==> config.mk <==
export PLATFORM = sky130hd
export DESIGN_NAME = shift_rows_pipe
export DESIGN_NICKNAME = d
export VERILOG_FILES = /design/src/rtl/shift_rows_pipe.sv
export SDC_FILE = /design/constraint.sdc
export NUM_CORES = 1
export LEC_CHECK = 0
export CORE_MARGIN = 2
export CORE_UTILIZATION = 40
export CTS_BUF_LIST = sky130_fd_sc_hd__clkbuf_8
export DETAILED_ROUTE_END_ITERATION = 10
export PLACE_DENSITY = 0.69
export SLEW_MARGIN = 5
export SYNTH_ARGS = -nofsm -noshare
export SYNTH_HDL_FRONTEND = slang
export SYNTH_SLANG_ARGS = --single-unit
==> constraint.sdc <==
create_clock -name clk -period 3.85 [get_ports clk]
set_input_delay 0.77 -clock clk [delete_from_list [all_inputs] [get_ports clk]]
set_output_delay 0.77 -clock clk [all_outputs]
set_load 0.05 [all_outputs]
==> src/rtl/shift_rows_pipe.sv <==
// shift_rows_pipe: AES/Rijndael ShiftRows (and optionally InvShiftRows) on an NB-column state.
// Latency: 1 cycle from transfer in to out_valid; permutation is combinational ahead of the main register.
// Backpressure: main register plus one skid entry; in_ready drops only when both are full, and in_ready never depends on out_ready.
//
// Ports: clk/rst (synchronous, active-high reset); in_valid/in_ready/in_inv/in_state upstream;
//        out_valid/out_ready/out_state/out_inv downstream. Byte k = 4*col + row sits at bits [8k+7:8k].
// Build option: define SHIFT_ROWS_INV_EN to build the inverse permutation selected by in_inv.
//        Without it, in_inv is ignored and out_inv is constant 0.
module shift_rows_pipe #(
    parameter  int NB = 4,
    localparam int W  = 32 * NB
) (
    input  logic         clk,
    input  logic         rst,
    input  logic         in_valid,
    output logic         in_ready,
    input  logic         in_inv,
    input  logic [W-1:0] in_state,
    output logic         out_valid,
    input  logic         out_ready,
    output logic [W-1:0] out_state,
    output logic         out_inv
);

    // Only the Rijndael block sizes with defined row offsets are accepted.
    if (!(NB == 4 || NB == 6 || NB == 8)) begin : g_bad_nb
        $error("shift_rows_pipe: NB must be 4, 6 or 8");
    end

    typedef enum logic [1:0] {
        S_EMPTY = 2'd0,
        S_ONE   = 2'd1,
        S_TWO   = 2'd2
    } state_t;

    // Row shift offset; the 256-bit block uses a wider spread for rows 2 and 3.
    function automatic int row_off(input int r);
        case (r)
            1:       return 1;
            2:       return (NB == 8) ? 3 : 2;
            3:       return (NB == 8) ? 4 : 3;
            default: return 0;
        endcase
    endfunction

    state_t         state_q, state_d;
    logic [W-1:0]   main_q, main_d;
    logic           main_inv_q, main_inv_d;
    logic [W-1:0]   skid_q, skid_d;
    logic           skid_inv_q, skid_inv_d;

    logic [W-1:0]   fwd_perm;
    logic [W-1:0]   perm;
    logic           perm_inv;
    logic           in_fire;
    logic           load_main_in;
    logic           load_skid_in;
    logic           load_main_skid;

    // Forward: out(r,c) = in(r,(c+Cr) mod NB)
    always_comb begin
        fwd_perm = '0;
        for (int c = 0; c < NB; c++) begin
            for (int r = 0; r < 4; r++) begin
                fwd_perm[8*(4*c+r) +: 8] = in_state[8*(4*((c + row_off(r)) % NB) + r) +: 8];
            end
        end
    end

`ifdef SHIFT_ROWS_INV_EN
    logic [W-1:0] inv_perm;

    // Inverse: out(r,c) = in(r,(c-Cr) mod NB); +NB keeps the operand non-negative.
    always_comb begin
        inv_perm = '0;
        for (int c = 0; c < NB; c++) begin
            for (int r = 0; r < 4; r++) begin
                inv_perm[8*(4*c+r) +: 8] = in_state[8*(4*((c + NB - row_off(r)) % NB) + r) +: 8];
            end
        end
    end

    assign perm     = in_inv ? inv_perm : fwd_perm;
    assign perm_inv = in_inv;
`else
    logic unused_in_inv;

    assign unused_in_inv = in_inv;
    assign perm          = fwd_perm;
    assign perm_inv      = 1'b0;
`endif

    // in_ready comes from the state register only (plus reset), never from out_ready.
    assign in_ready  = !rst && (state_q != S_TWO);
    assign out_valid = (state_q != S_EMPTY);
    assign in_fire   = in_valid && in_ready;
    assign out_state = main_q;
    assign out_inv   = main_inv_q;

    // Occupancy FSM. out_valid is implied in ONE/TWO, so out_ready alone means a transfer out there.
    always_comb begin
        state_d        = state_q;
        load_main_in   = 1'b0;
        load_skid_in   = 1'b0;
        load_main_skid = 1'b0;
        case (state_q)
            S_EMPTY: begin
                if (in_fire) begin
                    state_d      = S_ONE;
                    load_main_in = 1'b1;
                end
            end
            S_ONE: begin
                if (in_fire && out_ready) begin
                    load_main_in = 1'b1;
                end else if (in_fire) begin
                    state_d      = S_TWO;
                    load_skid_in = 1'b1;
                end else if (out_ready) begin
                    state_d = S_EMPTY;
                end
            end
            S_TWO: begin
                if (out_ready) begin
                    state_d        = S_ONE;
                    load_main_skid = 1'b1;
                end
            end
            default: begin
                state_d = S_EMPTY;
            end
        endcase
    end

    always_comb begin
        main_d     = main_q;
        main_inv_d = main_inv_q;
        skid_d     = skid_q;
        skid_inv_d = skid_inv_q;
        if (load_main_in) begin
            main_d     = perm;
            main_inv_d = perm_inv;
        end
        if (load_main_skid) begin
            main_d     = skid_q;
            main_inv_d = skid_inv_q;
        end
        if (load_skid_in) begin
            skid_d     = perm;
            skid_inv_d = perm_inv;
        end
    end

    always_ff @(posedge clk) begin
        if (rst) begin
            state_q    <= S_EMPTY;
            main_q     <= '0;
            main_inv_q <= 1'b0;
            skid_q     <= '0;
            skid_inv_q <= 1'b0;
        end else begin
            state_q    <= state_d;
            main_q     <= main_d;
            main_inv_q <= main_inv_d;
            skid_q     <= skid_d;
            skid_inv_q <= skid_inv_d;
        end
    end

endmodule

==> impl_metrics.ini <==
[run]
maxCapViolations = 0

[global_routing]
grt_pass1_wl_um = 50700
grt_usage_pct = 19.9
grt_pass1_vias = 9389
grt_max_degree = 263
antenna_found_initial = 1
grt-ovfl-total = 0

[timing]
hold_violations = 0
timing.final.crit_period_ns = 2.95
period_share_pct = 76.7
clock_skew_ns = 0.0264
rsz0062_at_grt = false
relSlewSlack_pct = 23.6
fin_ws_ns = 0.897
setup_viol = 0
report.final.slew_viol_count = 0
clock.fmax_mhz = 339
setup_tns_ns = 0
worst_pin_slew_ns = 1.15

[placement]
place_ws_ns = 0.850
dp.cells = 1719
portBuffers = 261
routabilityCongestion = 0.757
dp_hpwl_um = 18500

[critical_path]
start_kind = flop
endpoint_kind = output pin
worstPathRequired_ns = 3.08
rr_worst_depth = 4
worstPathArrival_ns = 2.18
path_class = flop to output pin
ff2ff_setup_slack_ns = 1.86
crit_fanout = 10

[yosys]
yosys_register_bits = 258
synth_area_mm2 = 0.0119
synth_ff_type = dfxtp_1
synth_cell_types = 27
avgSynthCellArea_um2 = 9.97
syn_nets = 1324
synthCells = 1191
synth_edf_count = 0
ys_seq_area_share_pct = 43.5
yosysWarnings = 0
synth-async-reset-ratio_pct = 0

[cells_and_area]
nFillCells = 2625
layout-drive-gt1-share_pct = 15.1
insertedDiodeCount = 0
num-nets-final = 1510
stdcell_count = 1798
synthToLayoutAreaGrowth_pct = 30.9

[clocking]
clk_pin_slew_ns = 0.06
post_cts_buffers = 0
cts_max_level = 2
hold_buffers = 0
clock_path_buffers = 3
ctsResizeCount = 0
clk_latency_ns = 0.56
cts.sinks = 258
cts_buffers = 46
cts_tree = built
clock-root-buffer = clkbuf_8

[pwr]
peakVddDrop_mv = 0.275
leakagePower_nw = 5.92
p_per_area_mw_per_mm2 = 427

[drt]
drcViolationCount = 0
drt.antenna.violating_nets = 0
post_drt_wl_per_cell_um = 17.9
wirelength_um = 32200
vias = 9832
vias_per_cell = 5.47
drt-initial-drc-count = 646
dr.pass1.iters = 4

[min_path]
holdPathStages = 2
min_path_type = input pin to flop

[floorplanning]
start_util_pct = 40.4
num_io_pins = 264
coreArea_mm2 = 0.0294
fp-row-count = 63
fp.dieH_um = 176
fp.dieW_um = 176
dieArea_mm2 = 0.0311

[outcome]
outcome = completed
-- critical path: stages, from the launching register on --
cell,delay [ns]
dfxtp_1,0.55
or2_2,0.19
clkdlybuf4s50_1,0.88
-- power by group --
part | internal (mW) | total [mW] | switching, mW | leakage (nW)
registers | 2.80 | 2.87 | 0.0662 | 2.10
clock network | 1.31 | 2.44 | 1.13 | 0.512
logic | 0.518 | 1.34 | 0.821 | 3.30
total | 4.63 | 6.65 | 2.02 | 5.92
-- Yosys cell counts (2+ instances only) --
library cell,count,area share (%)
a21oi_1,130,5.5
a221oi_1,8,0.59
a221oi_2,120,15
buf_2,32,1.3
buf_4,25,1.6
buf_6,3,0.28
clkbuf_1,83,2.6
dfxtp_1,258,43
mux2i_1,129,11
nand3b_1,129,8.2
nor2_1,130,4.1
nor2b_1,3,0.16
o21ai_0,126,5.3
o21ai_1,2,0.084
-- path summary, 6_finish.rpt --
| kind | startpoint | endpoint |
|---|---|---|
| setup reg to reg | state_q[1] | out_state[2] |
| setup / recovery | state_q[1] | out_valid |
| hold / removal | rst | out_state[84] |
| hold reg to reg | skid_q[122] | skid_q[122] |
-- sequential cells by signal (all words and copies together), names as in the netlist --
| signal | cells |
|---|---|
| out_state | 128 |
| skid_q | 128 |
| state_q | 2 |
-- stage by stage --
step | hold slack, ns | utilization [%] | power, mW | instance area [um2]
5_1_grt | 0.432 | 52.9 | 6.94 | 15500
3_5_place_dp | 0.466 | 49.9 | 4.27 | 14700
2_1_floorplan | 0.453 | - | 3.78 | 11900
4_1_cts | 0.419 | 52.9 | 6.73 | 15500
3_3_place_gp | 0.460 | 49.9 | 4.25 | 14700
6_report | 0.457 | 52.9 | 6.65 | 15500
-- metal layers --
layer / wire length, um / GRT usage, % / vias up / part of all wire, %
met4: 759 / 6.03 / 2 / 2.4
met2: 14600 / 31.7 / 273 / 45
met5: 8 / 0 / - / 0.025
met3: 2920 / 7.30 / 61 / 9.1
met1: 13900 / 25.1 / 4721 / 43
li1: - / - / 4775 / -
-- placed cells by master, fill, tap and decap left out, types with 8 or more instances in the layout --
cell type	n
a221oi_2	120
inv_1	16
o21ai_0	126
dfxtp_1	258
nor2_1	130
clkdlybuf4s50_1	260
clkbuf_8	56
mux2i_1	129
nand3b_1	129
buf_12	14
a21oi_1	130
a221oi_1	8
-- kinds of logic after synthesis --
kind of cell	Yosys count	synth area share (%)
compound gates	388	26.8
buf+inv	144	5.87
flops	258	43.5
mux	129	10.9
other cells	1	0.0316
simple gates	271	13.0
-- final cells by class --
type	count	area, um2	area share, %
multi-input combinational	789	6070	39.1
sequential	258	5160	33.2
timing repair buffer	281	2940	18.9
clock buffer	56	771	4.96
tap	390	488	3.14
clock inverter	23	105	0.676
inverter	1	3.75	0.0241
No activity file was read; power rests on OpenSTA's default activity.
